**src/rtl/uart_rx.sv**
```systemverilog
// UART receiver: 2-flop synchronized line, mid-bit sampling FSM, and a one-entry
// output register with valid/yumi handshake plus parity, framing and overrun flags.
module uart_rx #(
  parameter int clk_per_bit_p = 10416,
  parameter int data_bits_p   = 8,
  parameter int parity_bit_p  = 0,
  parameter int parity_odd_p  = 0,
  parameter int stop_bits_p   = 1
) (
  input  logic                   clk_i,
  input  logic                   reset_i,
  input  logic                   rx_i,
  output logic [data_bits_p-1:0] rx_o,
  output logic                   rx_v_o,
  input  logic                   rx_yumi_i,
  output logic                   rx_parity_err_o,
  output logic                   rx_frame_err_o,
  output logic                   rx_overrun_o,
  output logic                   rx_busy_o
);

  localparam int CntW    = (clk_per_bit_p > 1) ? $clog2(clk_per_bit_p) : 1;
  localparam int MaxBits = (data_bits_p > stop_bits_p) ? data_bits_p : stop_bits_p;
  localparam int BitW    = (MaxBits > 1) ? $clog2(MaxBits) : 1;

  localparam logic [CntW-1:0] LastCnt  = CntW'(clk_per_bit_p - 1);
  localparam logic [CntW-1:0] HalfCnt  = CntW'((clk_per_bit_p - 1) / 2);
  localparam logic [BitW-1:0] LastData = BitW'(data_bits_p - 1);
  localparam logic [BitW-1:0] LastStop = BitW'(stop_bits_p - 1);
  localparam logic            HasPar   = (parity_bit_p != 0);
  localparam logic            OddPar   = (parity_odd_p != 0);

  typedef enum logic [2:0] {
    e_reset,
    e_idle,
    e_start,
    e_data,
    e_parity,
    e_stop
  } state_e;

  state_e                 r_state;
  logic                   r_rx_meta;
  logic                   r_rx_s;
  logic [CntW-1:0]        r_clk_cnt;
  logic [BitW-1:0]        r_bit_cnt;
  logic [data_bits_p-1:0] r_shift;
  logic                   r_xor;
  logic                   r_perr;
  logic                   r_ferr;
  logic [data_bits_p-1:0] r_data;
  logic                   r_v;
  logic                   r_perr_out;
  logic                   r_ferr_out;
  logic                   r_overrun;

  logic w_sample;
  logic w_last_stop;

  assign w_sample    = (r_clk_cnt == LastCnt);
  assign w_last_stop = (r_state == e_stop) && w_sample && (r_bit_cnt == LastStop);

  // Line idles high, so the synchronizer resets to 1 to avoid a false start bit.
  always_ff @(posedge clk_i) begin
    if (reset_i) begin
      r_rx_meta <= 1'b1;
      r_rx_s    <= 1'b1;
    end else begin
      r_rx_meta <= rx_i;
      r_rx_s    <= r_rx_meta;
    end
  end

  always_ff @(posedge clk_i) begin
    if (reset_i) begin
      r_state    <= e_reset;
      r_clk_cnt  <= '0;
      r_bit_cnt  <= '0;
      r_shift    <= '0;
      r_xor      <= 1'b0;
      r_perr     <= 1'b0;
      r_ferr     <= 1'b0;
      r_data     <= '0;
      r_v        <= 1'b0;
      r_perr_out <= 1'b0;
      r_ferr_out <= 1'b0;
      r_overrun  <= 1'b0;
    end else begin
      r_overrun <= 1'b0;

      // A completing frame wins the register only if it is empty or being drained now.
      if (w_last_stop) begin
        if (!r_v || rx_yumi_i) begin
          r_data     <= r_shift;
          r_perr_out <= r_perr;
          r_ferr_out <= r_ferr | ~r_rx_s;
          r_v        <= 1'b1;
        end else begin
          r_overrun <= 1'b1;
        end
      end else if (rx_yumi_i) begin
        r_v <= 1'b0;
      end

      case (r_state)
        e_reset: r_state <= e_idle;

        e_idle: begin
          r_clk_cnt <= '0;
          r_bit_cnt <= '0;
          r_xor     <= 1'b0;
          r_perr    <= 1'b0;
          r_ferr    <= 1'b0;
          if (!r_rx_s) r_state <= e_start;
        end

        e_start: begin
          if (r_clk_cnt == HalfCnt) begin
            r_clk_cnt <= '0;
            r_state   <= r_rx_s ? e_idle : e_data;
          end else begin
            r_clk_cnt <= r_clk_cnt + 1'b1;
          end
        end

        e_data: begin
          if (w_sample) begin
            r_clk_cnt <= '0;
            r_shift   <= {r_rx_s, r_shift[data_bits_p-1:1]};
            r_xor     <= r_xor ^ r_rx_s;
            if (r_bit_cnt == LastData) begin
              r_bit_cnt <= '0;
              r_state   <= HasPar ? e_parity : e_stop;
            end else begin
              r_bit_cnt <= r_bit_cnt + 1'b1;
            end
          end else begin
            r_clk_cnt <= r_clk_cnt + 1'b1;
          end
        end

        e_parity: begin
          if (w_sample) begin
            r_clk_cnt <= '0;
            r_perr    <= r_rx_s ^ r_xor ^ OddPar;
            r_state   <= e_stop;
          end else begin
            r_clk_cnt <= r_clk_cnt + 1'b1;
          end
        end

        e_stop: begin
          if (w_sample) begin
            r_clk_cnt <= '0;
            if (!r_rx_s) r_ferr <= 1'b1;
            if (r_bit_cnt == LastStop) begin
              r_bit_cnt <= '0;
              r_state   <= e_idle;
            end else begin
              r_bit_cnt <= r_bit_cnt + 1'b1;
            end
          end else begin
            r_clk_cnt <= r_clk_cnt + 1'b1;
          end
        end

        default: r_state <= e_idle;
      endcase
    end
  end

  assign rx_o            = r_data;
  assign rx_v_o          = r_v;
  assign rx_parity_err_o = r_perr_out;
  assign rx_frame_err_o  = r_ferr_out;
  assign rx_overrun_o    = r_overrun;
  assign rx_busy_o       = (r_state != e_idle) && (r_state != e_reset);

endmodule

```
**config.mk**
```make
export PLATFORM = sky130hd
export DESIGN_NAME = uart_rx
export DESIGN_NICKNAME = d
export VERILOG_FILES = /design/src/rtl/uart_rx.sv
export SDC_FILE = /design/constraint.sdc
export NUM_CORES = 1
export LEC_CHECK = 0
export BUFFER_PORTS_ARGS = -buffer_cell sky130_fd_sc_hd__buf_4
export CAP_MARGIN = 10
export CORE_MARGIN = 3
export CORE_UTILIZATION = 56
export DETAILED_ROUTE_END_ITERATION = 10
export PLACE_DENSITY = 0.78
export SLEW_MARGIN = 20
export SYNTH_ARGS = -nofsm -noshare
export SYNTH_HDL_FRONTEND = slang
export SYNTH_SLANG_ARGS = --single-unit
```
**constraint.sdc**
```tcl
create_clock -name clk_i -period 2.5 [get_ports clk_i]
set_input_delay 0.25 -clock clk_i [delete_from_list [all_inputs] [get_ports clk_i]]
set_output_delay 0.25 -clock clk_i [all_outputs]
set_load 0.005 [all_outputs]
```
* Yosys cells after proc, flatten, opt, wreduce, memory -nomap -nowiden
Index checks and enable logic that the tools add are counted.
Storage, ports and cells: register bits after elaboration 45, latch bits 0, bits in writable memories 0, ROM bits 0, memories kept 0
Cells by class: add/subtract/negate cells 2, multiply operators 0, div/mod/pow operators 0, $lt $le $gt $ge 0, equal/unequal tests 18, shift-type cells 0, multiplexer cells 27, bitwise operators 4, reductions and logical operators 23
Operators by type and width (number):
- one-hot mux 14 bit (3 select lines) | 1
- two-way mux 3 bit | 11
- two-way mux 14 bit | 2
- one-hot mux 3 bit (5 select lines) | 1
- adder 14 x 1 -> 14 bit, second input constant | 1
- == test 14 x 13 -> 1 bit, second input constant | 1
- == test 14 bit, second input constant | 1
- inequality test 2 bit, second input constant | 7
- AND reduction 2 bit | 5
- == test 3 bit, second input constant | 3
- one-hot mux 3 bit (3 select lines) | 1
- nonzero test 3 bit | 3
- nonzero test 2 bit | 4
- two-way mux 1 bit | 7
- AND reduction 7 bit | 1
- == test 3 x 2 -> 1 bit, second input constant | 2
- one-hot mux 1 bit (2 select lines) | 3
- AND reduction 3 bit | 2
- inequality test 2 x 1 -> 1 bit, second input constant | 2
- adder 3 x 1 -> 3 bit, second input constant | 1
- == test 3 x 1 -> 1 bit, second input constant | 1
- logical AND 1 bit | 3
- logical NOT 3 bit | 1
- inequality test 3 x 1 -> 1 bit, second input constant | 1
- other kinds (8) | 9

* Depth between registers and ports, before layout
Gate-level depths: netlist of run 1.
depth after elaboration 5, gate-level depth with buffers 8, depth with buffers taken out 7

* Worst setup path before layout of run 1
No wires, ideal clock.
kind flip-flop to flip-flop, start reg r_clk_cnt[3], end reg r_clk_cnt[8], setup time 0.120 ns, data arrival time 1.685 ns, required time 2.380 ns, setup slack 0.695 ns, stages on the path, launching flop included 7, buffers on the path 1, clock period less this slack 1.805 ns, path through dfxtp_1 -> or4b_1 -> nor4_1 -> o32a_2 -> buf_6 -> nor3_1 -> a211o_1
On the way: cells in the longest elaborated chain, start to end 3, elaborated cells between the ends (all ways) 6, those cells by class add/sub (1); eq/ne (2); mux (3)
Ends and longest elaborated chain:
- start, declared | RTL line 45 | logic [CntW-1:0] r_clk_cnt;
- start signal, assigned | RTL line 122 | r_clk_cnt <= r_clk_cnt + 1'b1;
- start signal, assigned | RTL line 138 | r_clk_cnt <= r_clk_cnt + 1'b1;
- start signal, assigned | RTL line 148 | r_clk_cnt <= r_clk_cnt + 1'b1;
- adder 14 x 1 -> 14 bit (tied with other cells)
- two-way mux 14 bit, on equally long branches
- one-hot mux 14 bit (3 select lines) * | RTL line 105 | case (r_state)
Mark *: on every way between the ends. The rest lies on a longest branch, timed or not. A chain may end at the register's enable or synchronous reset.

* Final worst setup path of run 1
Same ends and word-level chain as after synthesis.

==> reports/metrics.yaml, run 1 <==
run_status:
  status: "complete, no violations"
worst_setup_path:
  cp_max_fo: 24
  crit_path_end: "r_clk_cnt[8]"
  r2r_slack_ps: 390
  r2r-end: "r_clk_cnt[8]"
  cp_data_arrival_time_ps: 2300
  critical-path-top-delay-family: "simple AND/OR/NAND/NOR gates"
  worstRegToRegCells: 5
  worstPathRequired_ps: 2690
  worstSetupStartpointType: "flip-flop"
  cp_cell_sequence: "or4b_1 -> nor4_1 -> o32a_2 -> nor4_1 -> a211o_1"
  crit_buf_inv: 0
  slowest_stage: "or4b_1"
  crit_cells: 5
  crit_type: "flip-flop to flip-flop"
  end_kind: "flip-flop"
  startpoint: "r_clk_cnt[3]"
  cp_slowest_stage_delay_ps: 510
  crit_top_cell: "nor4_1"
  reg2reg_from: "r_clk_cnt[3]"
clocking:
  path_clk_slew_ps: 80
  clock_latency_ps: 290
  ctsResizeCount: 0
  cts-root-buf: "clkbuf_8"
  clock_path_buffers: 2
  h-tree-depth: 2
  ctsHoldBuffers: 0
  cts_sinks: 45
  cts_tree: "built"
  cts_setup_buffers: 0
  cts_buffers: 5
detailed_routing:
  wl_microns: 4325
  vias_per_cell: 5.896
  drtIter0Drc: 78
  drc: 0
  drt-pass1-iter-count: 4
  antenna_left: 0
  post_drt_wl_per_cell_microns: 14.00
  vias: 1822
timing:
  slew_headroom_pct: 62.47
  finalSetupViolCount: 0
  slew_violations: 0
  rsz0062_at_grt: "no"
  hold_viol_final: 0
  post-route-period-util_pct: 84.30
  clock-skew-final_ps: 5.285
  fin_crit_ps: 2108
  fmax_mhz: 474.5
  fin_tns_setup_ps: 0
  tightestPinTransition_ps: 557.8
global_route:
  antenna_found_initial: 0
  grt.overflow.total: 0
  track_usage_pct: 18.41
  grt_pass1_vias: 1614
  grt_start_max_net_pins: 57
  grt_pass1_wl_microns: 7362
place:
  hpwlAfterDp_microns: 2962
  gp_congestion: 0.8177
  port_buffers: 16
  placed_area_sq_um: 2361
die:
  ios: 17
  initial_core_util_pct: 59.69
  num_rows: 22
  die_w_microns: 69.17
  die_area_sq_um: 4784
  die_h_microns: 69.17
  coreArea_sq_um: 3744
synthesis:
  synth_edf_count: 0
  ys_warn_count: 0
  synth_area_sq_um: 2235
  yosys_most_used_dff: "dfxtp_1"
  ys_ff_latch: 45
  synth-seq-area-share_pct: 40.31
  postSynthNetCount: 258
  synth_cell_types: 57
  avgSynthCellArea_sq_um: 8.939
  synth-async-reset-ratio_pct: 0
  syn_inst: 250
power:
  power.leakage_nw: 0.9869
  p_total_mw: 1.329
  peakVddDrop_uv: 484.3
  p_per_area_nw_per_um2: 539.3
final_layout:
  nets: 269
  drive_above_1_share_pct: 15.33
  antenna_cells: 0
  area_delta_synth_final_pct: 10.30
  design_area_sq_um: 2465
flow_run:
  drv_cap: 0
hold_path:
  hp-class: "primary input to flip-flop"
  hold_path_depth: 2
==> how the worst min path moves through the flow <==
| stage | startpoint | end |
|---|---|---|
| floorplan | rx_i | r_rx_meta |
| global route | rx_i | r_rx_meta |
| CTS | rx_i | r_rx_meta |
| finish | rx_i | r_rx_meta |
| detailed placement | r_rx_meta | r_rx_s |
| global placement | r_rx_meta | r_rx_s |
==> metal layers <==
| layer | track usage [%] | up-vias | wire (microns) |
|---|---|---|---|
| met5 | 0 | - | 0 |
| met4 | 5.640 | 0 | 36 |
| met3 | 4.493 | 4 | 166 |
| met2 | 28.18 | 29 | 1941 |
| met1 | 25.61 | 846 | 2181 |
| li1 | - | 943 | - |
==> stage by stage <==
stage | setup WS, ps | utilization [%] | hold slack [ps] | instances
final | 392.4 | 65.84 | 149.9 | 309
after global placement | 443.5 | 63.07 | 391.0 | 302
after CTS | 391.7 | 65.84 | 145.5 | 309
after floorplan | 695.0 | - | 353.8 | 250
after detailed placement | 403.5 | 63.07 | 399.6 | 302
after global routing | 214.7 | 65.84 | 154.6 | 309
==> state kept, by name, summed over array words and instances, names as in the netlist <==
name	cells
rx_o	8
r_ferr	1
r_xor	1
rx_parity_err_o	1
r_bit_cnt	3
r_rx_s	1
rx_v_o	1
r_perr	1
rx_frame_err_o	1
r_rx_meta	1
r_clk_cnt	14
r_state	3
r_shift	8
rx_overrun_o	1
==> logic make-up after synthesis <==
logic type	after synthesis	share of synthesized area, %
flops	45	40.31
compound gates	48	15.17
simple gates	110	28.56
mux	15	6.719
xor+xnor	3	1.176
buf+inv	23	4.927
fa+ha+maj	6	3.136
==> cells in the mapped netlist (all sizes together), types with 3 or more instances <==
master   n  area, sq um
or2      3        18.77
dfxtp   45        900.9
o22a     3        26.28
and3     4        25.02
mux2i   15        150.1
clkbuf   9        33.78
nor3b    8        65.06
inv      7        26.28
o21ai    4        20.02
nand3   12        65.06
buf      7        50.05
o21a     4        30.03
nor3    10        50.05
ha       4        50.05
a21oi   14        70.07
o311ai   4        35.03
nand2   20        75.07
nand4    5        31.28
nor2b    5        31.28
nor2    22        85.09
nor4     5        46.29
==> power by group <==
part | internal [mW] | total, mW | switching [mW]
Sequential | 0.726 | 0.741 | 0.0150
Clock | 0.290 | 0.524 | 0.234
Combinational | 0.0246 | 0.0637 | 0.0390
==> cells in the final DEF (no fill, tap or decap), drive strengths merged, types with 3 or more instances in the layout <==
| master | n |
|---|---|
| a21oi | 14 |
| and3 | 4 |
| buf | 20 |
| clkbuf | 5 |
| dfxtp | 45 |
| ha | 4 |
| inv | 7 |
| mux2i | 15 |
| nand2 | 20 |
| nand3 | 12 |
| nand4 | 5 |
| nor2 | 22 |
| nor2b | 5 |
| nor3 | 10 |
| nor3b | 8 |
| nor4 | 5 |
| o21a | 4 |
| o21ai | 4 |
| o22a | 3 |
| o311ai | 4 |
| or2 | 3 |
==> cell type report <==
type / instances / area, sq um
inverters: 7 / 26.28
clock inverters: 2 / 35.03
well taps: 48 / 60.06
fillers: 342 / 1279
multi-input cells: 182 / 1224
flip-flops and latches: 45 / 900.9
repair buffers: 20 / 150.1
clock buffers: 5 / 68.82
Power figures use the tool's default switching activity.
==> run 2: changes to the inputs <==
--- a/config.mk
+++ b/config.mk
@@ -5,10 +5,11 @@
 export SDC_FILE = /design/constraint.sdc
 export NUM_CORES = 1
 export LEC_CHECK = 0
+export ABC_AREA = 1
 export BUFFER_PORTS_ARGS = -buffer_cell sky130_fd_sc_hd__buf_4
 export CAP_MARGIN = 10
 export CORE_MARGIN = 3
-export CORE_UTILIZATION = 56
+export CORE_UTILIZATION = 54
 export DETAILED_ROUTE_END_ITERATION = 10
 export PLACE_DENSITY = 0.78
 export SLEW_MARGIN = 20
==> constraint.sdc (replaced) <==
create_clock -name clk_i -period 1.9 [get_ports clk_i]
set_input_delay 0.19 -clock clk_i [delete_from_list [all_inputs] [get_ports clk_i]]
set_output_delay 0.19 -clock clk_i [all_outputs]
set_load 0.005 [all_outputs]
==> reports/metrics.yaml, run 2 <==
clocking:
  ctsHoldBuffers: 0  # unchanged
  cts_tree: "built"  # unchanged
  clock_path_buffers: 2  # unchanged
  clock_latency_ps: 300  # was 290 ps
  path_clk_slew_ps: 90  # was 80 ps
  cts_sinks: 45  # unchanged
  cts_setup_buffers: 0  # unchanged
  cts_buffers: 5  # unchanged
  ctsResizeCount: 0  # unchanged
  cts-root-buf: "clkbuf_8"  # unchanged
  h-tree-depth: 2  # unchanged
synthesis:
  synth_cell_types: 29  # was 57
  synth_top_area_share_pct: 38.16  # was 40.31%
  synth_area_sq_um: 2361  # was 2235 sq um
  synth-async-reset-ratio_pct: 0  # unchanged
  synth_mux_area_share_pct: 0  # was 6.719%
  postSynthNetCount: 377  # was 258
  syn_inst: 369  # was 250
  yosys-top-cells-count: "118 x nand2_1, 56 x nor2_1, 49 x inv_1, 45 x dfxtp_1, 24 x nand3_1"  # was 45 x dfxtp_1, 21 x nor2_1, 20 x nand2_1, 15 x mux2i_1, 14 x a21oi_1
  yosys.cell_count.top_type: "nand2_1"  # was dfxtp_1
  avgSynthCellArea_sq_um: 6.398  # was 8.939 sq um
  synth_compound_area_share_pct: 7.048  # was 15.17%
  yosys-top-cells-area: "dfxtp_1 38%, nand2_1 19%, nor2_1 8.9%"  # was dfxtp_1 40%, mux2i_1 6.7%, nor2_1 3.5%
  yosys.area_share.xor_xnor_pct: 1.855  # was 1.176%
  ys_warn_count: 0  # unchanged
  ys_ff_latch: 45  # unchanged
  yosys.area_share.simple_pct: 39.69  # was 28.56%
  synth_top_family_by_area: "simple AND/OR/NAND/NOR gates"  # unchanged
  synth-seq-area-share_pct: 38.16  # was 40.31%
  synth_edf_count: 0  # unchanged
  synth_top_area_cell: "dfxtp_1"  # unchanged
  synth_fa_ha_area_share_pct: 2.120  # was 3.135%
  yosys_most_used_dff: "dfxtp_1"  # unchanged
timing:
  slew_headroom_pct: 72.60  # was 62.47%
  tightestPinTransition_ps: 409.5  # was 557.8 ps
  fin_crit_ps: 1631  # was 2108 ps
  fin_tns_setup_ps: 0  # unchanged
  post-route-period-util_pct: 85.85  # was 84.30%
  finalSetupViolCount: 0  # unchanged
  clock-skew-final_ps: 8.000  # was 5.285 ps
  slew_violations: 0  # unchanged
  rsz0062_at_grt: "no"  # unchanged
  hold_viol_final: 0  # unchanged
  fmax_mhz: 613.0  # was 474.5 MHz
  post-route-worst-setup-slack_ps: 268.8  # was 392.4 ps
  hold_slack_ps: 78.07  # was 149.9 ps
detailed_routing:
  drtIter0Drc: 199  # was 78
  drc: 0  # unchanged
  drt-pass1-iter-count: 4  # unchanged
  wl_microns: 4749  # was 4325 microns
  post_drt_wl_per_cell_microns: 10.87  # was 14.00 microns
  vias: 2190  # was 1822
  vias_per_cell: 5.011  # was 5.896
  antenna_left: 0  # unchanged
worst_setup_path:
  crit_type: "flip-flop to flip-flop"  # unchanged
  worstRegToRegCells: 10  # was 5
  end_kind: "flip-flop"  # unchanged
  r2r_slack_ps: 270  # was 390 ps
  worstPathRequired_ps: 2110  # was 2690 ps
  reg2reg_from: "r_clk_cnt[1]"  # was r_clk_cnt[3]
  cp_max_fo: 12  # was 24
  r2r-end: "r_clk_cnt[3]"  # was r_clk_cnt[8]
  cp_data_arrival_time_ps: 1840  # was 2300 ps
  worstSetupStartpointType: "flip-flop"  # unchanged
die:
  num_rows: 23  # was 22
  die_h_microns: 72.12  # was 69.17 microns
  ios: 17  # unchanged
  die_w_microns: 72.12  # was 69.17 microns
  initial_core_util_pct: 57.37  # was 59.69%
  coreArea_sq_um: 4115  # was 3744 sq um
  die_area_sq_um: 5201  # was 4784 sq um
power:
  p_total_mw: 2.556  # was 1.329 mW
  peakVddDrop_uv: 711.1  # was 484.3 uV
  p_per_area_nw_per_um2: 981.5  # was 539.3 nW/um^2
  power.leakage_nw: 1.264  # was 0.9869 nW
final_layout:
  nets: 394  # was 269
  layout_common_cells: "118 x nand2_1, 56 x nor2_1, 49 x inv_1, 45 x dfxtp_1, 24 x nand3_1"  # was 45 x dfxtp_1, 21 x nor2_1, 20 x nand2_1, 20 x buf_4, 15 x mux2i_1
  nFillCells: 410  # was 342
  drive_above_1_share_pct: 11.11  # was 15.33%
  area_delta_synth_final_pct: 10.28  # was 10.30%
  largest_reg_flops: 14  # unchanged
  antenna_cells: 0  # unchanged
  final_common_cell: "nand2_1"  # was dfxtp_1
  largest-register: "r_clk_cnt"  # unchanged
hold_path:
  worstHoldEndpoint: "r_rx_meta"  # unchanged
  hold_start: "rx_i"  # unchanged
  hp-class: "primary input to flip-flop"  # unchanged
  hold_path_depth: 2  # unchanged
global_route:
  grt_start_max_net_pins: 29  # was 57
  grt_pass1_vias: 1942  # was 1614
  grt.overflow.total: 0  # unchanged
  grt_pass1_wl_microns: 8321  # was 7362 microns
  antenna_found_initial: 0  # unchanged
  track_usage_pct: 19.67  # was 18.41%
place:
  port_buffers: 16  # unchanged
  hpwlAfterDp_microns: 3402  # was 2962 microns
  dpl_worst_slack_ps: 279.8  # was 403.5 ps
  gp_congestion: 0.9123  # was 0.8177
flow_run:
  drv_cap: 0  # unchanged
run_status:
  status: "complete, no violations"  # unchanged
run 2: how the worst max path moves through the flow:
stage / start / to / slack (ps) / depth (start not counted)
after floorplan: r_clk_cnt[1] / r_clk_cnt[4] / 440 / 11
after global placement: r_clk_cnt[1] / r_clk_cnt[1] / 350 / 10
after detailed placement: r_clk_cnt[1] / r_clk_cnt[3] / 280 / 10
after CTS: r_clk_cnt[1] / r_clk_cnt[3] / 260 / 10
after global routing: r_clk_cnt[1] / r_clk_cnt[3] / 40 / 10
final: r_clk_cnt[1] / r_clk_cnt[3] / 270 / 10
run 2: routing by layer:
metal | wire length, microns | share of wire (%) | track usage (%) | vias up
met5 | 0 | 0 | 0 | -
li1 | - | - | - | 1166
met2 | 2163 | 46 | 32.76 | 37
met4 | 57 | 1.2 | 5.219 | 0
met3 | 173 | 3.6 | 3.324 | 7
met1 | 2354 | 50 | 26.36 | 980
run 2: worst max-delay path, cell delays in order, from the launching register on:
cell     delay, ps
dfxtp_1        370
ha_1           210
nand3_2        140
nor2_1         170
nand2_1        110
nand2_2        130
nand2_2        180
nand2_1        110
nand2_1         50
nand2_1         50
inv_1           40
run 2: power by group:
| group | switching, mW | internal (mW) |
|---|---|---|
| logic | 0.550 | 0.275 |
| registers | 0.0775 | 1.03 |
| clock network | 0.354 | 0.266 |
| total | 0.982 | 1.57 |
run 2: final cells by class:
cell class                 instances  area [sq um]  area share (%)
timing repair buffer              20         150.1           5.766
tap                               50         62.56           2.403
clock inverter                     3         25.02          0.9611
sequential                        45         900.9           34.60
multi-input combinational        261          1197           45.99
clock buffer                       5         68.82           2.643
inverter                          53         198.9           7.641
run 2: kinds of logic (layout without fill, tap and decap cells):
group	count (synthesis)	after routing
and+or+nand+nor	220	220
adders and majority gates	4	4
DFF	45	45
buffers and inverters	63	81
xor gates and xnor gates	5	5
AOI/OAI and AO/OA	32	32
run 2: stage by stage:
step / area, sq um / instances / utilization (%)
after global routing: 2604 / 437 / 63.27
after detailed placement: 2510 / 429 / 60.99
after floorplan: 2361 / 369 / -
after CTS: 2604 / 437 / 63.27
final: 2604 / 437 / 63.27
after global placement: 2510 / 429 / 60.99
